==> config.mk <==
export PLATFORM = sky130hd
export DESIGN_NAME = decode_execute
export DESIGN_NICKNAME = d
export VERILOG_FILES = /design/src/rtl/decode_execute_pkg.sv /design/src/rtl/decode_execute_register_file.sv /design/src/rtl/decode_execute.sv
export SDC_FILE = /design/constraint.sdc
export NUM_CORES = 1
export LEC_CHECK = 0
export CAP_MARGIN = 20
export CORE_ASPECT_RATIO = 2
export CORE_MARGIN = 2
export CORE_UTILIZATION = 30
export CTS_BUF_LIST = sky130_fd_sc_hd__clkbuf_8 sky130_fd_sc_hd__clkbuf_16
export CTS_CLUSTER_SIZE = 20
export DETAILED_ROUTE_END_ITERATION = 10
export GPL_TIMING_DRIVEN = 0
export MAX_ROUTING_LAYER = met4
export SYNTH_ARGS = -nofsm -noshare
export SYNTH_HDL_FRONTEND = slang
export SYNTH_SLANG_ARGS = --single-unit
export TNS_END_PERCENT = 5
==> constraint.sdc <==
create_clock -name clk -period 3.6 [get_ports clk]
set_input_delay 0.36 -clock clk [delete_from_list [all_inputs] [get_ports clk]]
set_output_delay 0.36 -clock clk [all_outputs]
set_load 0.005 [all_outputs]
==> src/rtl/decode_execute_pkg.sv <==
// decode_execute_pkg
// Shared definitions for the decode/execute stage: datapath widths,
// register-file geometry, instruction field positions and opcodes.
// Instruction layout: ir[7:6] = op, ir[5:3] = rd, ir[2:0] = rs/imm,
// and for jumps ir[5:0] = signed offset.
package decode_execute_pkg;

    localparam int DATA_W   = 8;
    localparam int CNT_W    = 16;
    localparam int INSTR_W  = 8;
    localparam int NUM_REGS = 8;
    localparam int REG_AW   = 3;
    localparam int OFF_W    = 6;

    localparam int OP_MSB  = 7;
    localparam int OP_LSB  = 6;
    localparam int RD_MSB  = 5;
    localparam int RD_LSB  = 3;
    localparam int RS_MSB  = 2;
    localparam int RS_LSB  = 0;
    localparam int OFF_MSB = 5;
    localparam int OFF_LSB = 0;

    typedef enum logic [1:0] {
        OP_MOV = 2'b00,
        OP_ADD = 2'b01,
        OP_LDI = 2'b10,
        OP_JMP = 2'b11
    } opcode_t;

endpackage

==> src/rtl/decode_execute_register_file.sv <==
// register_file
// 8 x DATA_W register file: one synchronous write port and three
// asynchronous read ports (source, destination, debug observation).
// Ports:
//   clk, reset       clock, asynchronous active-low clear of all entries
//   we, wa, wd       write enable / address / data, written on rising edge
//   ra_rs -> rd_rs   source operand read
//   ra_rd -> rd_rd   destination operand read (for ADD)
//   ra_dbg -> rd_dbg observation read
module register_file
    import decode_execute_pkg::*;
#(
    parameter int DATA_W = decode_execute_pkg::DATA_W
) (
    input  logic              clk,
    input  logic              reset,
    input  logic              we,
    input  logic [REG_AW-1:0] wa,
    input  logic [DATA_W-1:0] wd,
    input  logic [REG_AW-1:0] ra_rs,
    output logic [DATA_W-1:0] rd_rs,
    input  logic [REG_AW-1:0] ra_rd,
    output logic [DATA_W-1:0] rd_rd,
    input  logic [REG_AW-1:0] ra_dbg,
    output logic [DATA_W-1:0] rd_dbg
);

    logic [DATA_W-1:0] regs [NUM_REGS];

    always_ff @(posedge clk or negedge reset) begin
        if (!reset) begin
            for (int i = 0; i < NUM_REGS; i++) begin
                regs[i] <= '0;
            end
        end else if (we) begin
            regs[wa] <= wd;
        end
    end

    // Reads are combinational: the write lands at the edge, so the next
    // instruction already sees it and no forwarding is needed.
    assign rd_rs  = regs[ra_rs];
    assign rd_rd  = regs[ra_rd];
    assign rd_dbg = regs[ra_dbg];

endmodule

==> src/rtl/decode_execute.sv <==
// decode_execute
// Consumer end of the instruction-fetch interface. Registers the
// instruction presented by fetch, decodes it, executes MOV/ADD/LDI
// against an 8-entry register file and resolves JMP in the same cycle.
// The instruction fetched in a taken jump's shadow is squashed.
// Ports:
//   clk, reset        clock, asynchronous active-low reset
//   instruction_code  instruction for the current fetch PC
//   mux_jump          comb: fetch takes PC + jump_adress on next edge
//   jump_adress       comb: signed 6-bit offset (ir[5:0])
//   wb_valid          reg: one-cycle pulse per retired MOV/ADD/LDI
//   wb_addr, wb_data  reg: destination and value of the last write
//   retire_count      reg: retired non-squashed instructions, wraps
//   dbg_sel/dbg_data  comb register-file observation port
module decode_execute
    import decode_execute_pkg::*;
#(
    parameter int DATA_W = decode_execute_pkg::DATA_W,
    parameter int CNT_W  = decode_execute_pkg::CNT_W
) (
    input  logic               clk,
    input  logic               reset,
    input  logic [INSTR_W-1:0] instruction_code,
    output logic               mux_jump,
    output logic [OFF_W-1:0]   jump_adress,
    output logic               wb_valid,
    output logic [REG_AW-1:0]  wb_addr,
    output logic [DATA_W-1:0]  wb_data,
    output logic [CNT_W-1:0]   retire_count,
    input  logic [REG_AW-1:0]  dbg_sel,
    output logic [DATA_W-1:0]  dbg_data
);

    logic [INSTR_W-1:0] ir;
    logic               valid;

    opcode_t            op;
    logic [REG_AW-1:0]  rd;
    logic [REG_AW-1:0]  rs;
    logic [DATA_W-1:0]  rs_val;
    logic [DATA_W-1:0]  rd_val;
    logic               wr_en;
    logic [DATA_W-1:0]  wr_data;

    assign op = opcode_t'(ir[OP_MSB:OP_LSB]);
    assign rd = ir[RD_MSB:RD_LSB];
    assign rs = ir[RS_MSB:RS_LSB];

    assign mux_jump    = valid & (op == OP_JMP);
    assign jump_adress = ir[OFF_MSB:OFF_LSB];

    // Decode register. The instruction arriving while a jump is being
    // resolved was fetched from the fall-through path, so it is kept as a
    // bubble.
    always_ff @(posedge clk or negedge reset) begin
        if (!reset) begin
            ir    <= '0;
            valid <= 1'b0;
        end else begin
            ir    <= instruction_code;
            valid <= ~mux_jump;
        end
    end

    always_comb begin
        wr_en   = 1'b0;
        wr_data = '0;
        if (valid) begin
            case (op)
                OP_MOV: begin
                    wr_en   = 1'b1;
                    wr_data = rs_val;
                end
                OP_ADD: begin
                    wr_en   = 1'b1;
                    wr_data = rd_val + rs_val;
                end
                OP_LDI: begin
                    wr_en   = 1'b1;
                    wr_data = DATA_W'(rs);
                end
                default: begin
                    wr_en   = 1'b0;
                    wr_data = '0;
                end
            endcase
        end
    end

    register_file #(
        .DATA_W (DATA_W)
    ) u_register_file (
        .clk    (clk),
        .reset  (reset),
        .we     (wr_en),
        .wa     (rd),
        .wd     (wr_data),
        .ra_rs  (rs),
        .rd_rs  (rs_val),
        .ra_rd  (rd),
        .rd_rd  (rd_val),
        .ra_dbg (dbg_sel),
        .rd_dbg (dbg_data)
    );

    // wb_addr/wb_data hold the last write; only wb_valid pulses.
    always_ff @(posedge clk or negedge reset) begin
        if (!reset) begin
            wb_valid     <= 1'b0;
            wb_addr      <= '0;
            wb_data      <= '0;
            retire_count <= '0;
        end else begin
            wb_valid     <= wr_en;
            retire_count <= retire_count + CNT_W'(valid);
            if (wr_en) begin
                wb_addr <= rd;
                wb_data <= wr_data;
            end
        end
    end

endmodule

==> results of run 1 <==
[per-stage QoR]
| step | instance area (um^2) | setup TNS [ns] | hold slack [ns] |
|---|---|---|---|
| after detailed placement | 6460 | -14.38 | 0.448 |
| after floorplan | 5640 | 0 | 0.0644 |
| final | 6830 | 0 | 0.0259 |
| after global placement | 6440 | -184.35 | 0.459 |
| after CTS | 6800 | 0 | 0.0618 |
| after global routing | 6830 | -0.00504 | 0.0875 |
[metal layers]
layer	share of wire, %	up-vias	track usage (%)
met4	5.1	0	10.3
met1	36	2056	17.1
met3	3.1	49	2.29
met2	56	127	30.7
li1	-	1878	-
met5	0	-	-
[worst register-to-register path, cell delays in order, from the launching register on]
cell and delay, ns:
dfrtp_1 0.35, clkbuf_2 0.27, buf_2 0.39, mux4_2 0.35
mux2i_1 0.30, inv_1 0.10, ha_1 0.37, a21oi_1 0.16
o21a_1 0.13, o31ai_1 0.09, xnor2_1 0.33, o21ai_4 0.16
mux2_2 0.30
[cells in the mapped netlist (2+ instances only)]
cell type / instances
mux2_2: 27
clkbuf_1: 12
nand2_1: 79
nor3_1: 11
nor2b_1: 2
xnor2_1: 14
ha_1: 9
buf_2: 4
or2_2: 2
mux2i_1: 7
inv_1: 10
mux4_1: 7
o21ai_0: 50
nor2_1: 23
xor2_1: 6
buf_1: 4
nand4_1: 4
nand3_1: 8
dfrtp_1: 101
clkbuf_8: 4
nand3b_1: 2
a31oi_1: 4
o211ai_1: 5
a21o_1: 2
a21oi_1: 13
buf_4: 7
buf_6: 2
and3_1: 4
mux4_2: 41
[cell families after synthesis]
| kind of cell | synth area share, % |
|---|---|
| multiplexers | 26.3 |
| AO/OA/AOI/OAI | 7.67 |
| adder cells (fa/ha/maj) | 2.35 |
| XOR/XNOR | 3.10 |
| flip-flops | 44.8 |
| buffers and inverters | 4.72 |
| AND/OR/NAND/NOR | 11.1 |
[where the power goes]
group	total, uW	switching, uW	internal [uW]
Sequential	1650	251	1400
Combinational	1310	570	736
Clock	969	489	480
[registers in the layout, indices dropped and copies added (netlist names)]
signal                flops
valid                     1
wb_addr                   3
u_register_file.regs     64
wb_valid                  1
ir                        8
retire_count             16
wb_data                   8
[repair_timing]
action / in CTS / in global routing
setup buffers: 1 / 0
gates resized for setup: 8 / 9
endpoints found under the setup margin: 53 / 31
pin swaps: 1 / 0
[area by class of cell]
type / count / area share, %
plain buffers: 34 / 3.61
clock buffers: 9 / 3.30
clock inverters: 7 / 0.861
inverters: 11 / 0.605
multi-input cells: 334 / 42.3
flip-flops and latches: 101 / 37.0
well taps: 219 / 4.01
repair buffers: 54 / 8.28
[worst max path at each step]
stage,startpoint,slack (ns),to,cells after the start
finish,ir[1],0.18,u_register_file.regs[23],12
global route,ir[1],-0.005,u_register_file.regs[23],12
CTS,ir[3],0.03,u_register_file.regs[54],13
detailed placement,ir[5],-0.82,u_register_file.regs[54],12
global placement,reset,-1.72,wb_data[6],1
floorplan,ir[3],0.16,u_register_file.regs[22],12
==> impl_summary.md, run 1 <==
Critical path
The endpoint identified for the worst register-to-register timing path is u_register_file.regs[23]. The kind of cell adding the most delay to the critical path is multiplexers. The maximum single-stage delay on the critical path is 0.39 ns. The source of the worst register-to-register timing path is ir[1].

In this run the worst path has a maximum fanout of 10. Setup slack on the worst reg-to-reg path comes out at 0.18 ns. For the worst setup path, the data arrival time is 3.67 ns. Together, buffers and inverters on the worst path number 3. STA classifies the critical path startpoint as a flop. The setup path with the least slack is of type flop to flop. The cell type of the slowest stage on the worst timing path is buf_2. The number of cells on the worst reg-to-reg path is 12.

The worst setup path is captured at a flop. The signal on the critical path passes through clkbuf_2 > buf_2 > mux4_2 > mux2i_1 > inv_1 > ha_1 > a21oi_1 > o21a_1 > o31ai_1 > xnor2_1 > o21ai_4 > mux2_2. For the worst setup path, the data required time is 3.85 ns.

Power
The power density over cell area is 574 nW/um^2. Across the VDD grid, the largest voltage drop is 0.209 mV. Summed over all cells, the static leakage comes to 0.00292 uW.

The total power after layout is 3920 uW.

Placed design
Once detailed placement completed, the half-perimeter wirelength came to 11.9 mm. The routability congestion estimate from global placement is 0.946. Timing analysis after detailed placement gives a worst setup slack of -0.823 ns.

Input and output buffers added on the ports amount to 52. In this run, placement finished with an instance count of 753.

Global routing
Global routing used 17.1% of the available tracks. Entering global routing, the biggest net connects 53 pins. The number of global-route vias before repair is 4,392. After global routing the overflow that remains totals 0.

The first-pass GRT wire length is 24.6 mm. The initial antenna violation count is 0.

Finish
Registers take 2530 um^2. Leaving out fill and tap cells, the most frequent cell in the layout is dfrtp_1. The layout filler cell count is 1,865. In the final layout, the multi-input gates occupy 2890 um^2.

The number of antenna diodes in the final layout is 0. The number of standard cells in the final layout excluding fillers is 769. The number of nets in the final layout is 568. The post-synthesis to final-layout area growth is 21.0%. The fraction of final layout cells sized beyond drive strength 1 is 21.5%. In the layout the commonest cells are dfrtp_1, nand2_1, clkdlybuf4s50_1, o21ai_0, mux4_2. The core occupancy in the finished layout is 36.6%.

Clock network
The clock net sink count is 101. The latest clock arrival within the worst-skew pair is 0.37 ns. The clock-pin slew on the worst setup and hold paths is 0.07 ns.

Counting the buffers created by CTS gives 9. Counting along the longest clock path gives a buffer depth of 2. TritonCTS built the clock tree.

The number of H-tree levels is 3. The cell sitting at the root of the clock tree is a clkbuf_16. After clock tree synthesis, the flow added hold-fix buffers numbering 0.

Detailed routing
The via count of the routed design is 4,110. The total wirelength of the detailed-routed design is 15.9 mm. In the final routed layout, each cell accounts on average for 20.6 um.

The detailed-router iteration count before antenna repair is 4. The count of routing violations after the opening detailed-route iteration is 216. After detailed routing, the number of remaining DRC violations is 0. The number of routed nets with antenna violations is 0.

Using the TritonRoute via totals, the vias-per-cell ratio works out to 5.34.

Floorplan
The core area is 18,700 um^2. The initial utilization of the core area, before any placement, comes to 30.2%. In this run the vertical extent of the chip is 198 um. The die covers 20,000 um^2. The I/O pin count is 56. The overall die width is 101 um. The initialized floorplan defines 71 standard-cell rows.

Synth
Dividing the synthesized area by the synthesized cell count gives 11.7 um^2. Counting flops with an async set or reset pin after synthesis yields a share of 100%. The Yosys step of the flow raised 0 warnings. By area the synthesized netlist is led by dfrtp_1, mux4_2, mux2_2. The total standard cell area after synthesis is 5640 um^2. The most frequently used flop master after synthesis is dfrtp_1. The number of nets in the synthesized netlist is 504. Summed over its instances, the top area cell type makes up 44.8% of the synthesized netlist area. The cell type contributing the most total cell area after synthesis is dfrtp_1. In this run, synthesis produced a sequential element count of 101. The sequential fraction of the synthesis area is 44.8%. The post-synthesis instance total is 481.

Counting flops with a built-in enable in the synthesized netlist gives 0. The distinct cell type count of the synthesized netlist is 46.

STA
The number of pins with negative max-slew slack in the final report came to 0. Based on the critical path, the design can be clocked at up to 0.292 GHz. The worst slew margin relative to its limit is 27.2%. The share of the clock period used by the worst path is 95.0%. For the pin with the worst max-slew slack, the measured transition is 1.08 ns. Subtracting the final worst setup slack from the clock period gives 3.42 ns. The final setup slack of the worst path is 0.178 ns. The setup violation total in the final timing report is 0. The number of hold violations in the final report is 0.

Between clock sinks in the finished design, the worst skew comes to 0.0127 ns.

Flow run
The number of violations of the max-capacitance limit is 0.

Worst hold path
The type of the tightest min-delay check is input port to asynchronous set/reset pin.

Outcome
The flow ran to the end, and the final reports show no timing, DRC or antenna violations.
No activity file was read; power rests on OpenSTA's default activity.
==> run 2: changes to the inputs <==
- CORE_MARGIN: 2 -> unset
- GPL_ROUTABILITY_DRIVEN: unset -> 1
==> run 2 against run 1 <==
- register-to-register slack hardly changed
- largest power group unchanged
- setup slack lost 0.0070 ns
- hold slack improved by 0.40 ns
- die area fell by 3.0%
- critical path type unchanged
==> impl_summary.md, run 2 (synthesized netlist as in run 1, its figures left out) <==
Detailed routing
After detailed routing, the wire length on met1 is 5.65 mm. The wire length per cell is 21.0 um. The pre-antenna-repair detailed-routing pass consisted of 5 iterations.

After detailed routing, the met3 layer carries 572 um of wire. The number of routed nets with antenna violations is 0. The detailed router placed 4,210 vias in this run.

In this run the top signal layer used is met4. The post-detailed-route via-to-cell ratio is 5.48. The met2 wire length is 8.54 mm. The routed design has 16.1 mm of wire.

The number of remaining DRC errors is 0. The count of routing violations after the opening detailed-route iteration is 243.

Finish
For this run, the post-layout net count is 570. The fraction of final layout cells sized beyond drive strength 1 is 21.2%. The number of standard cells in the final layout excluding fillers is 768. The layout filler cell count is 1,724.

More flip-flops sit in one register than any other, and that register is u_register_file.regs. In the layout the commonest cells are dfrtp_1, nand2_1, clkdlybuf4s50_1, o21ai_0, mux4_2. In the final layout, the registers with the most flip-flops are u_register_file.regs (64), retire_count (16). 0 antenna diodes ended up in the layout. Compared with the post-synthesis result, the final layout area differs by 21.0%. The flip-flop count of the largest register after layout is 64. The most common library cell in the layout ignoring fill and taps is dfrtp_1.

Global routing
Entering global routing, the biggest net connects 68 pins. Across every metal layer, demand over resource in global routing totals 18.1%. The first-pass GRT wire length is 25.1 mm.

The initial antenna violation count was 0. The total congestion overflow after global routing is 0. The number of global-route vias before repair is 4,438.

Worst hold path
In this run the most critical hold path is launched from instruction_code[0]. Along the worst hold path, the cell count comes to 1. The worst hold path terminates at ir[0]. The type of the tightest min-delay check is input port to flop.

Floorplan
After floorplanning, the core was sized to cover 18,300 um^2. The initial utilization of the core area, before any placement, comes to 30.8%. The vertical die dimension is 196 um. The die covers 19,400 um^2. The floorplan step set the die width to 99.0 um.

For this design the top-level I/O count stands at 56. The count of standard-cell rows is 70.

Outcome
The flow ran to the end, and the final reports show no timing, DRC or antenna violations.

STA
Static timing analysis puts the maximum clock frequency at 0.292 GHz. Setup violations remaining at the end of the flow were counted as 0. Adding up every negative setup slack in the final design gives 0 ns. The final period demand of the worst path is 3.43 ns. The maximum clock skew at final layout is 0.0143 ns.

The number of pins with negative max-slew slack in the final report is 0. For the pin with the worst max-slew slack, the measured transition is 0.965 ns. Headroom to the max-slew limit came out at 35.7%. Setup repair after global routing left no endpoint under its margin. The number of hold violations in the final report is 0. In the finished design, the share of the clock period the worst path needs comes to 95.2%.

Critical path
The worst setup path is of the flop to flop kind. STA classifies the critical path endpoint as a flop. Across all register-to-register paths, the minimum setup slack is 0.17 ns. The maximum fanout along the worst path is 10. The kind of launch point of the worst setup path is a flop.

The required time of the critical path is 3.91 ns. The worst reg2reg path endpoint is u_register_file.regs[15]. The number of cells on the worst reg-to-reg path is 12. Tracing the worst setup path back leads to its startpoint at ir[1].

The startpoint identified for the worst register-to-register timing path is ir[1]. Data arrives at the worst endpoint at 3.73 ns.

Flow run
The tool flagged a number of max-cap violations equal to 0.

Clock network
TritonCTS created 9 clock buffers. The clock passes through at most 2 buffers. The number of H-tree levels is 3. The clock net sink count is 101. The tree is rooted in a clkbuf_16.

For the worst-skew pair, the clock arrives at the later sink with an insertion delay of 0.38 ns. TritonCTS built the clock tree. The clock-pin slew on the worst setup and hold paths is 0.07 ns.

Power
The total power after layout is 3910 uW. The maximum ir drop on the vdd rail is 0.209 mV. For this design the static power due to leakage is 0.00293 uW. For this design the ratio of total power to cell area is 573 nW/um^2.

Placed design
The HPWL after detailed placement is 11.9 mm. The routability congestion estimate from global placement is 0.907. Counting tap cells, the placed design contains a total of 750 instances.

Input and output buffers added on the ports amount to 52.
==> run 2: cell type report <==
type | count | area [um^2] | share of cell area, %
inverter | 11 | 41.3 | 0.605
tap | 216 | 270 | 3.96
multi-input combinational | 334 | 2870 | 42.0
buffer | 34 | 246 | 3.61
timing repair buffer | 56 | 581 | 8.50
sequential | 101 | 2530 | 37.0
clock buffer | 9 | 225 | 3.30
clock inverter | 7 | 65.1 | 0.953
==> run 2: power breakdown <==
group / internal [uW] / switching (uW) / total (uW)
combinational: 727 / 557 / 1280
clock: 488 / 497 / 985
sequential: 1390 / 251 / 1650
==> run 2: worst max path at each step <==
| stage | depth (start not counted) | endpoint |
|---|---|---|
| global placement | 1 | retire_count[11] |
| CTS | 12 | u_register_file.regs[6] |
| detailed placement | 12 | u_register_file.regs[6] |
| finish | 12 | u_register_file.regs[15] |
| global route | 12 | u_register_file.regs[23] |
| floorplan | 12 | u_register_file.regs[22] |
==> run 2: worst max-delay path, cell delays in order, from the launching register on <==
cell	delay, ns
dfrtp_1	0.35
clkbuf_2	0.26
buf_2	0.38
mux4_2	0.35
mux2i_1	0.37
inv_1	0.11
ha_1	0.35
a21oi_1	0.19
o21a_1	0.14
o31ai_1	0.08
xnor2_1	0.16
o21ai_2	0.37
mux2_2	0.24
==> run 2: repair_timing <==
| item | 4_1_cts | 5_1_grt |
|---|---|---|
| setup endpoints to repair | 52 | 39 |
| hold buffers | 1 | 0 |
| setup buffers | 1 | 0 |
| pin swaps | 1 | 0 |
| endpoints found under the hold margin | 34 | 0 |
| gates resized for setup | 8 | 5 |
==> run 2: layer usage <==
metal,vias up,global-route usage [%]
li1,1874,-
met1,2108,18.1
met2,152,30.8
met3,76,2.21
met4,0,15.5
met5,-,-
==> run 2: stage by stage <==
stage / worst slack, ns / util (%) / hold slack (ns) / area (um^2)
floorplan: 0.162 / - / 0.0644 / 5640
global placement: -1.60 / 35.1 / 0.461 / 6430
detailed placement: -0.788 / 35.3 / 0.365 / 6460
CTS: 0.000929 / 37.2 / 0.419 / 6810
global route: 0.0221 / 37.3 / 0.427 / 6830
finish: 0.171 / 37.3 / 0.424 / 6830
==> run 3: changes to the inputs <==
- CORE_ASPECT_RATIO: 2 -> unset
- PLACE_DENSITY_LB_ADDON: unset -> 0.12
==> run 3 against run 2 <==
- the run now ends with DRC, hold timing left
- critical path type unchanged
- core utilization is 0.29 points higher
- clock-buffer cell count is 2 higher
- global-route usage hardly changed
- wire length is 0.20% lower
- largest cell class unchanged
- non-clock buffer count is 3 lower
- via count is 3.3% lower
==> impl_summary.md, run 3 (synthesized netlist as in run 1, its figures left out) <==
Clock network
TritonCTS built the clock tree. The clock passes through at most 2 buffers. The clock tree synthesis step divided the H-tree into 3 levels. The clock-pin slew on the worst setup and hold paths is 0.07 ns. The clock net sink count is 101. In this run, post-CTS hold repair placed 0 buffers. The total CTS buffers is 9. The latest clock arrival within the worst-skew pair is 0.36 ns. The clock root buffer is clkbuf_16.

Finish
For this run, the number of standard cells in the final layout without fillers is 778. The multi-input combinational cells in the finished layout cover a total of 2880 um^2. The core occupancy in the finished layout is 37.6%. At the end of the flow, the number of nets in the layout was 567. From synthesis to final layout, the design area changed by 21.3%. The fraction of final layout cells sized beyond drive strength 1 is 20.8%. The layout has 1,757 filler cells. In the final layout, the registers with the most flip-flops are u_register_file.regs (64), retire_count (16).

Leaving out fill and tap cells, the most frequent cell in the layout is dfrtp_1. The repair_antennas step left the layout with diodes totalling 0. Summing all flip-flop and latch instances after layout gives 2530 um^2. The flip-flop count of the largest register after layout is 64.

The final design area excluding fillers is 6840 um^2. Leaving out fill and tap cells, the most frequent cells in the layout are dfrtp_1, nand2_1, clkdlybuf4s50_1, o21ai_0, mux4_2. The largest register by flop count is u_register_file.regs.

Floorplan
The overall die width is 139 um. The count of standard-cell rows is 49. From bottom edge to top edge, the die measures 139 um.

The core area is 18,200 um^2. The initial utilization of the core area, before any placement, comes to 31.0%. The I/O pin count is 56.

The floorplan step defined a die boundary enclosing 19,400 um^2.

Global routing
Global routing used 18.1% of the available tracks. The first global-routing pass estimated 25.2 mm of wire. The initial antenna violation count is 0. The total overflow left after global routing is 0.

Entering global routing, the biggest net connects 63 pins. The number of global-route vias before repair came to 4,219.

Placed design
The half-perimeter wire length of the detailed placement result is 11.2 mm. The post-placement setup slack is -0.833 ns. The cell area after placement is 6470 um^2.

In this run the tool buffered the top-level ports with 52 buffer cells. The routability congestion estimate from global placement is 0.837. In this run, placement finished with an instance count of 763.

STA
The setup violation total in the final timing report is 0. Headroom to the max-slew limit came out at 32.2%. At the pin with the least slew margin, the transition time is 1.01 ns. The worst hold slack after final layout is -0.0116 ns. The number of hold violations in the final report is 12.

The fmax is 0.293 GHz. The final period demand of the worst path is 3.42 ns. Once routing completed, OpenROAD measured the worst setup slack at 0.182 ns. Setup repair after global routing left no endpoint under its margin. The maximum clock skew at final layout is 0.00664 ns. The number of pins with negative max-slew slack in the final report is 0. The share of the clock period used by the worst path is 94.9%.

Critical path
The number of cells on the worst reg-to-reg path is 11. The maximum fanout along the worst path is 10. In this run the critical register-to-register path is launched from ir[3]. The sort of element at the end of the critical path is a flop.

The startpoint-to-endpoint class of the critical path is flop to flop. The critical path starts at ir[3]. The required time of the critical path is 3.89 ns. The largest single stage delay on the critical path is 0.51 ns. The worst endpoint data arrival time is 3.71 ns. Walking the worst path, the cells encountered are clkbuf_4 > buf_8 > mux4_2 > mux2_2 > ha_1 > a21o_1 > a21oi_1 > o21ai_0 > mux2i_2 > nor3_1 > nor2_1.

The kind of launch point of the worst setup path is a flop. The termination of the worst setup path is u_register_file.regs[45]. The cell type of the slowest stage on the worst timing path is mux4_2.

The worst register-to-register path ends at u_register_file.regs[45]. The worst-case register-to-register setup slack is 0.18 ns.

Detailed routing
Routed signal wires occupy layers up through met4. The wire length per cell is 20.7 um. The detailed-router iteration count before antenna repair is 8. Using the TritonRoute via totals, the vias-per-cell ratio works out to 5.24. The detailed router put a total of 7.52 mm of wire on met1.

The number of remaining DRC errors is 7. The detailed router finished its first iteration with 200 violations. After detailed routing, the met2 layer carries 7.49 mm of wire. After detailed routing, the met3 layer carries 769 um of wire. The number of routed nets with antenna violations is 0. The final route contains 4,073 vias. The total wirelength of the detailed-routed design is 16.1 mm.

Power
The power density over cell area is 585 nW/um^2. In this run the static leakage power is 0.00293 uW. IR analysis of the VDD net gives a maximum drop of 0.288 mV.

Outcome
The flow ran to the end, but the final reports show violations. The checks that failed: DRC, hold timing.

Flow run
The tool flagged a number of max-cap violations equal to 0.

Worst hold path
The path class of the tightest hold or removal check is input port to asynchronous set/reset pin.
[run 3: cell count changes in the layout (fill, tap and decap cells not counted), moves of 2 or more]
cell       previous run  this run
buf_12                2         0
inv_6                 3         0
inv_1                10        12
inv_8                 2         0
clkbuf_8              4         6
bufinv_16             0         2
[run 3: power breakdown]
part / leakage (uW) / internal [uW] / switching [uW]
Combinational: 0.00146 / 713 / 544
Clock: 0.000164 / 643 / 453
Sequential: 0.00130 / 1400 / 254
[run 3: per-stage QoR]
stage	total power [uW]	TNS (ns)	hold slack [ns]
after floorplan	2410	0	0.0644
after global placement	2880	-211.91	0.460
after detailed placement	2920	-18.04	0.393
after CTS	4050	0	0.00765
after global routing	4250	0	0.0248
final	4000	0	-0.0116
[run 3: final cells by class]
| cell class | count | area share, % |
|---|---|---|
| inverters | 11 | 0.603 |
| flip-flops and latches | 101 | 36.9 |
| clock buffers | 11 | 3.69 |
| well taps | 229 | 4.19 |
| plain buffers | 34 | 3.47 |
| multi-input cells | 334 | 42.0 |
| repair buffers | 53 | 7.97 |
| clock inverters | 5 | 1.10 |
[run 3: timing repair]
action / CTS / global route
buffers inserted: 0 / 0
pin swaps: 1 / 1
setup endpoints to repair: 61 / 37
resized for setup: 11 / 4
[run 3: how the worst min path moves through the flow]
stage                     from          endpoint  slack [ns]  cells after the start
finish                   reset  retire_count[13]       -0.01                      1
detailed placement       reset  retire_count[13]        0.39                      1
floorplan                reset             ir[0]        0.06                      0
global placement    wb_addr[0]        wb_addr[0]        0.46                      2
CTS                      reset  retire_count[13]       0.008                      1
global route             reset  retire_count[15]        0.02                      1
[run 3: critical path: cells and delay by family (launching register included)]
kind	cells	cell delay, ns
AO/OA/AOI/OAI	3	0.72
adder cells (fa/ha/maj)	1	0.28
buffers and inverters	2	0.42
flip-flops	1	0.34
multiplexers	3	1.30
AND/OR/NAND/NOR	2	0.28
[run 3: routing by layer]
metal  global-route usage, %  vias up
met2                    28.0      108
li1                        -     1877
met4                    6.02        0
met3                    3.94       25
met1                    23.5     2063
met5                       -        -
